[src/rtl/seven_segment_pkg.sv]
// Shared seven-segment glyph constants, pattern type and reader FSM states.
// Latency: n/a (package only).
// Backpressure: n/a (package only).
package seven_segment_pkg;

  // Active-low segment pattern: bit0 = a ... bit6 = g, 0 = segment lit.
  typedef logic [6:0] segment_t;

  localparam segment_t SEG_0     = 7'h40;
  localparam segment_t SEG_1     = 7'h79;
  localparam segment_t SEG_2     = 7'h24;
  localparam segment_t SEG_3     = 7'h30;
  localparam segment_t SEG_4     = 7'h19;
  localparam segment_t SEG_5     = 7'h12;
  localparam segment_t SEG_6     = 7'h02;
  localparam segment_t SEG_7     = 7'h78;
  localparam segment_t SEG_8     = 7'h00;
  localparam segment_t SEG_9     = 7'h10;
  localparam segment_t SEG_A     = 7'h08;
  localparam segment_t SEG_B     = 7'h03;
  localparam segment_t SEG_C     = 7'h46;
  localparam segment_t SEG_D     = 7'h21;
  localparam segment_t SEG_E     = 7'h06;
  localparam segment_t SEG_F     = 7'h0E;
  localparam segment_t SEG_BLANK = 7'h7F;

  typedef enum logic {
    S_SETTLE,
    S_HOLD
  } reader_state_t;

endpackage

[src/rtl/segment_to_binary.sv]
// Combinational inverse of the seven-segment decoder: glyph pattern to hex value.
// Latency: zero cycles, purely combinational.
// Backpressure: none; output follows input continuously.
module segment_to_binary
  import seven_segment_pkg::*;
(
  input  segment_t    pattern_i,
  output logic [3:0]  value_o,
  output logic        legal_o,
  output logic        blank_o
);

  // Table lookup; anything outside the 16 glyphs is illegal, blank flagged separately.
  always_comb begin
    value_o = 4'h0;
    legal_o = 1'b1;
    blank_o = 1'b0;
    case (pattern_i)
      SEG_0:     value_o = 4'h0;
      SEG_1:     value_o = 4'h1;
      SEG_2:     value_o = 4'h2;
      SEG_3:     value_o = 4'h3;
      SEG_4:     value_o = 4'h4;
      SEG_5:     value_o = 4'h5;
      SEG_6:     value_o = 4'h6;
      SEG_7:     value_o = 4'h7;
      SEG_8:     value_o = 4'h8;
      SEG_9:     value_o = 4'h9;
      SEG_A:     value_o = 4'hA;
      SEG_B:     value_o = 4'hB;
      SEG_C:     value_o = 4'hC;
      SEG_D:     value_o = 4'hD;
      SEG_E:     value_o = 4'hE;
      SEG_F:     value_o = 4'hF;
      SEG_BLANK: begin
        legal_o = 1'b0;
        blank_o = 1'b1;
      end
      default:   legal_o = 1'b0;
    endcase
  end

endmodule

[src/rtl/segment_reader.sv]
// Debounces an active-low segment pattern and reports its hex value once per new glyph.
// Latency: STABLE_CYCLES+1 edges from first stable sample to the o_valid pulse.
// Backpressure: none; o_valid is a single-cycle pulse that must be consumed when seen.
module segment_reader
  import seven_segment_pkg::*;
#(
  parameter int STABLE_CYCLES = 4
) (
  input  logic       i_clk,
  input  logic       i_reset,
  input  logic [6:0] i_display,
  output logic [3:0] o_binary_number,
  output logic       o_valid,
  output logic       o_error
);

  localparam int            CW       = $clog2(STABLE_CYCLES + 1);
  localparam logic [CW-1:0] CNT_FULL = CW'(STABLE_CYCLES);

  segment_t      sample_q, sample_d;
  logic [CW-1:0] cnt_q, cnt_d;
  reader_state_t state_q, state_d;
  segment_t      last_q, last_d;
  logic          last_vld_q, last_vld_d;
  logic          valid_q, valid_d;
  logic [3:0]    num_q, num_d;
  logic          err_q, err_d;

  logic          changed;
  logic          evaluate;
  logic [3:0]    lut_value;
  logic          lut_legal;
  logic          lut_blank;

  segment_to_binary u_lut (
    .pattern_i (sample_q),
    .value_o   (lut_value),
    .legal_o   (lut_legal),
    .blank_o   (lut_blank)
  );

  assign changed = (i_display != sample_q);

  // Stability counter: restart at 1 on a new value, otherwise count up and saturate.
  always_comb begin
    sample_d = i_display;
    cnt_d    = cnt_q;
    if (changed) begin
      cnt_d = CW'(1);
    end else if (cnt_q != CNT_FULL) begin
      cnt_d = cnt_q + CW'(1);
    end
  end

  // Settle/hold FSM. A pattern that changes on the very edge it is evaluated
  // goes straight back to settling so the new value still gets its own turn.
  always_comb begin
    state_d  = state_q;
    evaluate = 1'b0;
    case (state_q)
      S_SETTLE: begin
        if (cnt_q == CNT_FULL) begin
          evaluate = 1'b1;
          state_d  = changed ? S_SETTLE : S_HOLD;
        end
      end
      S_HOLD: begin
        if (changed) state_d = S_SETTLE;
      end
      default: state_d = S_SETTLE;
    endcase
  end

  // Report decision: blank re-arms, duplicates are dropped, everything else pulses.
  always_comb begin
    valid_d    = 1'b0;
    num_d      = num_q;
    err_d      = err_q;
    last_d     = last_q;
    last_vld_d = last_vld_q;
    if (evaluate) begin
      if (lut_blank) begin
        last_vld_d = 1'b0;
      end else if (!(last_vld_q && (sample_q == last_q))) begin
        valid_d    = 1'b1;
        num_d      = lut_legal ? lut_value : 4'h0;
        err_d      = ~lut_legal;
        last_d     = sample_q;
        last_vld_d = 1'b1;
      end
    end
  end

  // State registers with synchronous reset.
  always_ff @(posedge i_clk) begin
    if (i_reset) begin
      sample_q   <= SEG_BLANK;
      cnt_q      <= '0;
      state_q    <= S_SETTLE;
      last_q     <= SEG_BLANK;
      last_vld_q <= 1'b0;
      valid_q    <= 1'b0;
      num_q      <= 4'h0;
      err_q      <= 1'b0;
    end else begin
      sample_q   <= sample_d;
      cnt_q      <= cnt_d;
      state_q    <= state_d;
      last_q     <= last_d;
      last_vld_q <= last_vld_d;
      valid_q    <= valid_d;
      num_q      <= num_d;
      err_q      <= err_d;
    end
  end

  assign o_valid         = valid_q;
  assign o_binary_number = num_q;
  assign o_error         = err_q;

endmodule

[config.mk]
export PLATFORM = sky130hd
export DESIGN_NAME = segment_reader
export DESIGN_NICKNAME = d
export VERILOG_FILES = /design/src/rtl/seven_segment_pkg.sv /design/src/rtl/segment_to_binary.sv /design/src/rtl/segment_reader.sv
export SDC_FILE = /design/constraint.sdc
export NUM_CORES = 1
export LEC_CHECK = 0
export ABC_AREA = 1
export CORE_MARGIN = 10
export CORE_UTILIZATION = 57
export DETAILED_ROUTE_END_ITERATION = 10
export PLACE_DENSITY = 0.79
export SLEW_MARGIN = 20
export SYNTH_ARGS = -nofsm -noshare
export SYNTH_HDL_FRONTEND = slang
export SYNTH_SLANG_ARGS = --single-unit
export TNS_END_PERCENT = 10
[constraint.sdc]
create_clock -name i_clk -period 1.9 [get_ports i_clk]
set_input_delay 0.38 -clock i_clk [delete_from_list [all_inputs] [get_ports i_clk]]
set_output_delay 0.38 -clock i_clk [all_outputs]
set_load 0.02 [all_outputs]
**Yosys cells after proc, flatten, opt, wreduce, memory -nomap -nowiden**

Cells that the tools add are included.

- Register bits after elaboration: 25
- Output and inout port bits: 6
- Logic and storage cells: 58

- Add/sub/neg operators: 1
- Equal/unequal tests: 21
- Multiplexer cells: 14
- Bitwise gates (word level): 5
- Reduce and logical (&&, ||, !) cells: 8

Operator list:

| operator | count |
|---|---|
| $pmux 4 s15 | 1 |
| $eq 7x7->1 const B | 5 |
| $eq 7x5->1 const B | 3 |
| $eq 7x6->1 const B | 3 |
| $reduce_or 16->1 | 1 |
| $eq 7x2->1 const B | 2 |
| $eq 7x4->1 const B | 2 |
| $mux 1 | 11 |
| $eq 7x3->1 const B | 1 |
| $eq 7x7->1 | 1 |
| $logic_not 7->1 | 1 |
| $ne 7x7->1 | 1 |
| $not 1->1 | 5 |
| $mux 4 | 1 |
| $add 3x1->3 const B | 1 |
| $eq 3x3->1 const B | 1 |
| $ne 3x3->1 const B | 1 |
| $reduce_and 3->1 | 1 |
| $reduce_or 3->1 | 1 |
| $ne 2x2->1 const B | 1 |
| $pmux 1 s2 | 1 |
| $reduce_and 2->1 | 1 |
| $reduce_bool 2->1 | 1 |
| $reduce_or 2->1 | 1 |
| $logic_and 1x1->1 | 1 |

**Depth between registers and ports, before layout**

- Depth after elaboration: 5
- Gate-level depth with buffers: 12

**By module**

Synthesis repeated with hierarchy kept, for this count alone.

- Cells, all modules: 259
- Area, all modules: 1617.8 µm²

By module, submodules not included:

| module | times used | cells an instance | area an instance (µm²) |
|---|---|---|---|
| segment_reader | 1 | 182 | 1276.2 |
| segment_to_binary | 1 | 77 | 341.6 |

**Worst setup path after synthesis**

OpenSTA, ideal clock, no wires.

- Path kind: register -> register
- Start point: reg cnt_q[0]
- End point: reg num_q[3], in the netlist o_binary_number[3]
- Setup time: 0.067 ns
- Data arrival time: 1.341 ns
- Data required time: 1.833 ns
- Setup slack: 0.492 ns
- Cell stages (with the launch flop): 12
- Period minus slack after synthesis: 1.408 ns
- Cells stage by stage: dfxtp_1 inv_1 ha_1 nand2_2 nor2_2 inv_1 nor2_4 inv_2 nor2_2 buf_6 nand2_4 a21oi_2

- Cells in the longest elaborated chain, start to end: 4

Ends and longest elaborated chain:

| item | line | source |
|---|---|---|
| from (decl) | segment_reader.sv:21 | `logic [CW-1:0] cnt_q, cnt_d;` |
| from (signal assigned) | segment_reader.sv:107 | `cnt_q <= cnt_d;` |
| $eq 3x3->1 | segment_reader.sv:62 | `if (cnt_q == CNT_FULL) begin` |
| $mux 1 | segment_reader.sv:62 |  |
| $mux 1 | segment_reader.sv:60 | `case (state_q)` |
| $reduce_and 3->1 (no source line) | n/a |  |
| to (signal assigned) | segment_reader.sv:112 | `num_q <= num_d;` |
| to (decl) | segment_reader.sv:26 | `logic [3:0] num_q, num_d;` |

Every way passes these cells.
A chain may end at the register's enable or synchronous reset.

**Final worst setup path**

- Start point: reg num_q[2], in the netlist o_binary_number[2]
- End point: out o_binary_number[2]

RTL lines:

| item | line | source |
|---|---|---|
| to (decl) | segment_reader.sv:12 | `output logic [3:0] o_binary_number,` |

No word-level cell between the ends.

==> metrics.md <==
| Metric | Value |
|---|---|
| Final hold vios | 0 |
| Setup CP Type | flip-flop to output pin |
| Unrepaired setup endpoints after global routing | false |
| Multi-input combinational cell area | 917 sq um |
| Crit-path cells | clkdlybuf4s50_1 |
| Global placer's final weighted congestion | 0.883 |
| Syn Inst Count | 270 |
| Synth unique cells | 26 |
| Fmax | 599 MHz |
| Async set-or-reset flop fraction in the synthesized netlist | 0 |
| Worst Skew | 0.00102 ns |
| Initial Util | 0.591 |
| Gr usage total | 0.134 |
| Initial antenna violation count | 0 |
| Outcome | finished clean |
| Reg area | 500 sq um |
| Hold Crit Endpoint | o_binary_number[0] |
| Pwr dens | 509 mW/mm^2 |
| Clk Latency, worst-skew pair | 0.32 ns |
| PnR worst setup slack | 0.230 ns |
| Number of global-route vias before repair | 1417 |
| Pre-antenna DRT Iters | 4 |
| Post-Syn Nets | 281 |
| Vias per inst | 4.92 |
| Per-cell routed wire length | 10.7 um |
| Synth Warn # | 0 |
| Util after Layout | 0.639 |
| Startpoint Class | flip-flop |
| Synth Cell Area | 0.00163 sq mm |
| Delay-heaviest family, CP | buffers and inverters |
| CP max stage delay | 0.61 ns |
| Pre-CTS setup slack | 0.0839 ns |
| First-pass GRT wire length | 6020 um |
| Seq cells post-synth | 25 |
| Filler Cell Count | 272 |
| Max cap viols | 0 |
| Synth area leader | dfxtp_1 |
| # clock sinks | 25 |
| Average size of a mapped cell | 6.04 sq um |
| Lkg Pwr | 0.985 nW |
| Post-Route Setup TNS | 0 ns |
| Vias post-DR | 1524 |
| Remaining Overflow, GRT | 0 |
| Total wire length | 3320 um |
| Largest net degree at the start of global routing | 15 |
| Main flop type after synthesis | dfxtp_1 |
| DIE HEIGHT | 73.5 um |
| Max-slew headroom at the worst pin | 0.684 |
| DIE AREA | 0.00540 sq mm |
| Clock tree buffer depth | 2 |
| Antenna violation net count after detailed routing | 0 |
| Critical path depth in cells | 1 |
| Fin crit period | 1.67 ns |
| Hold path startpoint | o_binary_number[0] |
| Die width | 73.5 um |
| Post-synth top area share | 0.307 |
| Pins Over Slew Limit | 0 |
| Input/output buffers | 14 |
| Reg-to-Reg End | o_binary_number[2] |
| IO Count | 15 |
| Hold/Removal Path Class | flip-flop to flip-flop |
| Layout net count | 291 |
| Crit share post-route | 0.879 |
| CTS tree | built |
| DRC violation count after routing | 0 |
| Crit end category | output pin |
| VDD IR max | 0.464 mV |
| Crit Path Max Fanout | 2 |
| CP Data Arrival Time | 1.29 ns |
| Post_cts resized | 0 |
| Hold-fix buffers at CTS | 0 |
| Share of cells above drive strength 1 | 0.115 |
| Worst-path clk slew | 0.12 ns |
| Top post-synthesis cells by area | dfxtp_1, nand2_1, nor2_1, inv_1, nand3_1 |
| Worst Reg-to-Reg Cells | 11 |
| Clock Tree Root | clkbuf_4 |
| Count leader, synth | nand2_1 |
| Worst-margin pin slew | 0.474 ns |
| Num rows | 19 |
| Reg-to-reg startpoint | cnt_q[0] |
| Iteration-0 DRC Markers | 94 |
| CTS buffer count | 3 |
| Core Area | 0.00276 sq mm |
| Detailed Place HPWL | 2640 um |
| Setup bufs post-CTS | 0 |
| H-tree Lvls | 1 |
| Worst reg2reg setup slack | 0.28 ns |
| Hold Path Cell Cnt | 2 |
| Number of enable flip-flop cells after synthesis | 0 |
| # setup viols final | 0 |
| Synth top cells by count | nand2_1, nor2_1, inv_1 |
| Slowest CP cell | clkdlybuf4s50_1 |
| Post-synthesis sequential area ratio | 0.307 |
| WP data required | 1.52 ns |
| WP buf/inv | 1 |
| Antenna cells | 0 |
| Synth-to-layout area growth | 8.06% |
## registers in the layout, indices dropped and copies added, names as in the netlist
name,count
cnt_q,3
last_q,7
last_vld_q,1
o_binary_number,4
o_error,1
o_valid,1
sample_q,7
state_q,1
## layout make-up
| type | count | share of cell area |
|---|---|---|
| inverters | 35 | 0.0746 |
| flip-flops and latches | 25 | 0.284 |
| clock buffers | 4 | 0.0149 |
| repair buffers | 15 | 0.0838 |
| well taps | 31 | 0.0220 |
| multi-input cells | 200 | 0.521 |
## layer usage
layer,up-vias,part of all wire,track usage,routed length [um]
met5,-,0,0,0
met4,0,0.0069,0.0435,23
met3,2,0.038,0.0229,127
met2,26,0.45,0.217,1490
met1,672,0.51,0.175,1680
li1,824,-,-,-
## worst max-delay path by stage
stage,slack (ns),start,to
after floorplan,0.49,cnt_q[0],o_binary_number[3]
after global placement,0.17,cnt_q[0],o_binary_number[1]
after detailed placement,0.08,cnt_q[0],o_binary_number[2]
after CTS,0.06,cnt_q[0],o_binary_number[2]
after global routing,0.09,cnt_q[0],o_binary_number[1]
final,0.23,o_binary_number[2],o_binary_number[2]
## cells in the final DEF, fill, tap and decap left out, types with 4 or more instances in the layout
master / count
nand2_1: 107
nor2_1: 36
inv_1: 27
dfxtp_1: 25
nand3_1: 16
clkdlybuf4s50_1: 14
inv_2: 8
nand2_2: 6
nor2_2: 5
or2_2: 4
## per-stage QoR
stage / instances / area, sq um / power, W / hold slack (ns)
after floorplan: 270 / 1630 / 0.000648 / 0.453
after CTS: 310 / 1760 / 0.000909 / 0.474
after detailed placement: 306 / 1730 / 0.000676 / 0.454
after global placement: 306 / 1730 / 0.000674 / 0.454
after global routing: 310 / 1760 / 0.000946 / 0.501
final: 310 / 1760 / 0.000897 / 0.475
## cell families (layout without fill, tap and decap cells)
| logic type | count (synthesis) | after routing | share of synthesized area |
|---|---|---|---|
| and+or+nand+nor | 182 | 182 | 0.473 |
| buffers and inverters | 45 | 54 | 0.134 |
| DFF | 25 | 25 | 0.307 |
| AOI/OAI and AO/OA | 10 | 10 | 0.0391 |
| xor gates and xnor gates | 6 | 6 | 0.0322 |
| adders and majority gates | 2 | 2 | 0.0153 |
## report_power, final
group | internal (W) | total (W) | switching [W]
sequential | 0.000533 | 0.000554 | 0.0000203
clock | 0.0000822 | 0.000232 | 0.000150
combinational | 0.0000475 | 0.000111 | 0.0000640
Note: power is estimated with default switching activity, not from simulation.
==> patch 1: new RTL, same flow settings <==
Put one more register stage on the output `o_binary_number`. The value now appears one clock later. The other outputs are not delayed to match.
--- a/src/rtl/segment_reader.sv
+++ b/src/rtl/segment_reader.sv
@@ -117,3 +117,5 @@
   assign o_valid         = valid_q;
-  assign o_binary_number = num_q;
+  always_ff @(posedge i_clk) begin
+    o_binary_number <= num_q;
+  end
   assign o_error         = err_q;
Check against the original RTL: not equivalent (Yosys sat finds a counterexample within 10 cycles, from zero or initial values and one cycle with i_reset high).
==> patch 1 against the original RTL <==
- first-iteration DRC count rose by 3.2%
- area after synthesis decreased by 3.2%
- register-to-register slack worse by 0.03 ns
- maximum frequency rose by 1.2%
- wire length fell by 7.9%
- highest routed layer unchanged
- cell area up 0.50%
- critical endpoint is now last_q[0]$_SDFFE_PP1P_
- largest power group unchanged
- setup slack improved by 0.019 ns
- total power increased by 21%
- sequential cell count is 4 higher
- synthesized cell count shrank 11%
==> patch 1: results <==
[run_status]
status = "complete, no violations"

[routing]
vias_per_cell = 4.93
top_layer = "met4"
wl_met1_um = 1410
wl_um = 3060
detail_route.wl_per_cell_um = 10.6

[critical_path]
startpoint = "sample_q[3]$_SDFF_PP1_"
worst-r2r-cell-count = 10
cp_slowest_cell = "dfxtp_1"
ff2ff_setup_slack_ns = 0.25
arrival_ns = 1.86
critPathMaxStageDelay_ns = 0.54
cp_max_fo = 8
cp_top_family = "simple AND/OR/NAND/NOR gates"
crit_path_end = "last_q[0]$_SDFFE_PP1P_"

[clocking]
cts_made_buffers = 5
htreeDepth = 2

[pwr]
seq-power_mw = 0.636
p_sw_mw = 0.284
ir_worst_vdd_mv = 0.599
p_clk_mw = 0.348
p_int_mw = 0.805
p_leak_nw = 0.954

[yosys]
synth-compound-area-share = 0.0404
yosys.area_share.adder = 0.0159
syn_nets = 251
synth-seq-area-share = 0.368
ys_types = 27
synth_xor_area_frac = 0.0500
synthTopCellsByArea = "dfxtp_1, nand2_1, nor2_1"
avgSynthCellArea_sq_um = 6.57
yosys-top-cells-count = "nand2_1, nor2_1, dfxtp_1, inv_1, nand3_1"

[layout]
fillers = 253
nNetsFinal = 268

[global_route]
grt_pass1_wl_um = 5350
grt_pass1_vias = 1292
globalRouteTotalUtil = 0.124

[placed_design]
globalplace.congestion = 0.908
preCtsSetupSlack_ns = 0.211
dp_cells = 281
dp_hpwl_um = 2340
dpl_cell_area_sq_um = 1720

[worst_hold_path]
worstHoldStart = "num_q[3]$_SDFFE_PP0P_"
min_path_cells = 0
hold_end = "o_binary_number[3]$_DFF_P_"

[timing]
tightest_slew_ns = 0.357
clock_skew_ns = 0.00465
## patch 1: cell types whose count changed in the layout (fill, tap and decap cells not counted), moves of 3 or more
cell	unedited run	this run
xor2_1	3	7
inv_1	27	20
or2_2	4	7
dfxtp_1	25	29
nand2_1	107	87
nand3_1	16	12
nor2_2	5	2
## patch 1: cells by family (layout without fill, tap and decap cells)
group	count (synthesis)	count (layout)
adders and majority gates	2	2
and+or+nand+nor	154	154
AOI/OAI and AO/OA	11	11
DFF	29	29
buffers and inverters	35	53
xor gates and xnor gates	9	9
## patch 1: routing by layer
layer	vias up	global-route usage
li1	758	-
met1	623	0.143
met2	40	0.205
met3	4	0.0395
met4	0	0.0549
met5	-	0
## patch 1: area by class of cell
cell class | count | area (sq um) | area share
inverters | 28 | 105 | 0.0594
well taps | 31 | 38.8 | 0.0219
clock buffers | 6 | 41.3 | 0.0233
repair buffers | 17 | 163 | 0.0919
flip-flops and latches | 29 | 581 | 0.328
multi-input cells | 176 | 832 | 0.470
clock inverters | 2 | 10.0 | 0.00565
==> patch 2: new RTL, same flow settings <==
Without the edit above. `STABLE_CYCLES`: 4 -> 2.
--- a/src/rtl/segment_reader.sv
+++ b/src/rtl/segment_reader.sv
@@ -6,3 +6,3 @@
 #(
-  parameter int STABLE_CYCLES = 4
+  parameter int STABLE_CYCLES = 2
 ) (
Behaviour: not the same (a bounded check fails within 4 cycles, from zero or initial values and one cycle with i_reset high).
==> patch 2 against the original RTL <==
- sequential cell count shrank 1
- sequential power decreased by 3.8%
- cell area fell by 9.0%
- maximum frequency grew 0.16%
- wire length is 6.6% lower
- cell count is 11% lower
- global-route usage shrank 0.50 points
- area after synthesis fell by 10%
- total power shrank 5.9%
- setup slack better by 0.0026 ns
- critical path type unchanged
- largest cell class unchanged
==> patch 2: results <==
[critical_path]
worst-r2r-cell-count = 8
startpoint = "o_binary_number[0]$_SDFFE_PP0P_"
r2r-start = "sample_q[5]$_SDFF_PP1_"

[yosys]
syn-instance-count = 238
synth-compound-area-share = 0.0410
yosys-top-cells-count = "nand2_1, nor2_1, dfxtp_1, inv_1, nand3_1"
synth-seq-area-share = 0.328
synth_xor_area_frac = 0.0418
syn_nets = 248
ys_types = 22

[layout]
nNetsFinal = 258
final_cell_area_sq_um = 1600
drive_above_1_share = 0.126
fillers = 228

[placed_design]
globalplace.congestion = 0.903
dp_cells = 273
dp_hpwl_um = 2440
preCtsSetupSlack_ns = 0.227

[global_route]
grt_start_max_net_pins = 13
globalRouteTotalUtil = 0.129
grt_pass1_wl_um = 5570

[pwr]
p_leak_nw = 0.846
ir_worst_vdd_mv = 0.617

[routing]
drt-initial-drc-count = 131
detail_route.wl_per_cell_um = 11.2

[worst_hold_path]
hold_end = "last_vld_q$_SDFFE_PP0P_"

[timing]
clock_skew_ns = 0.00115
max-slew-margin-rel = 0.734

[run_status]
status = "complete, no violations"
-- patch 2: cell types whose count changed after synthesis, sizes merged, moves of 2 or more --
cell / delta
o21a: -2
or2: +2
inv: -5
nand2: -24
xnor2: +2
a21oi: +3
nand3: -2
-- patch 2: power by group --
group	leakage [nW]	switching, mW	total [mW]	internal [mW]
logic	0.636	0.0569	0.104	0.0473
registers	0.196	0.0206	0.533	0.513
clock network	0.0138	0.133	0.207	0.0739
total	0.846	0.211	0.845	0.634
-- patch 2: area by class of cell --
| cell class | instances | area share |
|---|---|---|
| Clock buffer | 3 | 0.0141 |
| Multi-Input combinational cell | 174 | 0.500 |
| Tap cell | 30 | 0.0234 |
| Sequential cell | 24 | 0.300 |
| Timing Repair Buffer | 15 | 0.0921 |
| Inverter | 30 | 0.0703 |
-- patch 2: worst max path at each step --
stage / slack (ns) / cells past startpoint / endpoint
after floorplan: 0.49 / 11 / o_binary_number[0]$_SDFFE_PP0P_
after global placement: 0.29 / 11 / o_binary_number[1]$_SDFFE_PP0P_
after detailed placement: 0.23 / 10 / o_binary_number[0]$_SDFFE_PP0P_
after CTS: 0.20 / 10 / o_binary_number[2]$_SDFFE_PP0P_
after global routing: 0.12 / 8 / o_binary_number[3]$_SDFFE_PP0P_
final: 0.23 / 1 / o_binary_number[0]
-- patch 2: routing by layer --
metal / global-route usage / wire (um) / share of wire / vias up
met5: 0 / 0 / 0 / -
met4: 0.0731 / 78 / 0.025 / 0
met3: 0.0139 / 118 / 0.038 / 8
met2: 0.206 / 1470 / 0.47 / 32
met1: 0.164 / 1430 / 0.46 / 603
li1: - / - / - / 725
-- patch 2: logic make-up after synthesis --
family,after synthesis
XOR/XNOR,7
AO/OA/AOI/OAI,10
AND/OR/NAND/NOR,156
buffers and inverters,40
flip-flops,24
adder cells (fa/ha/maj),1
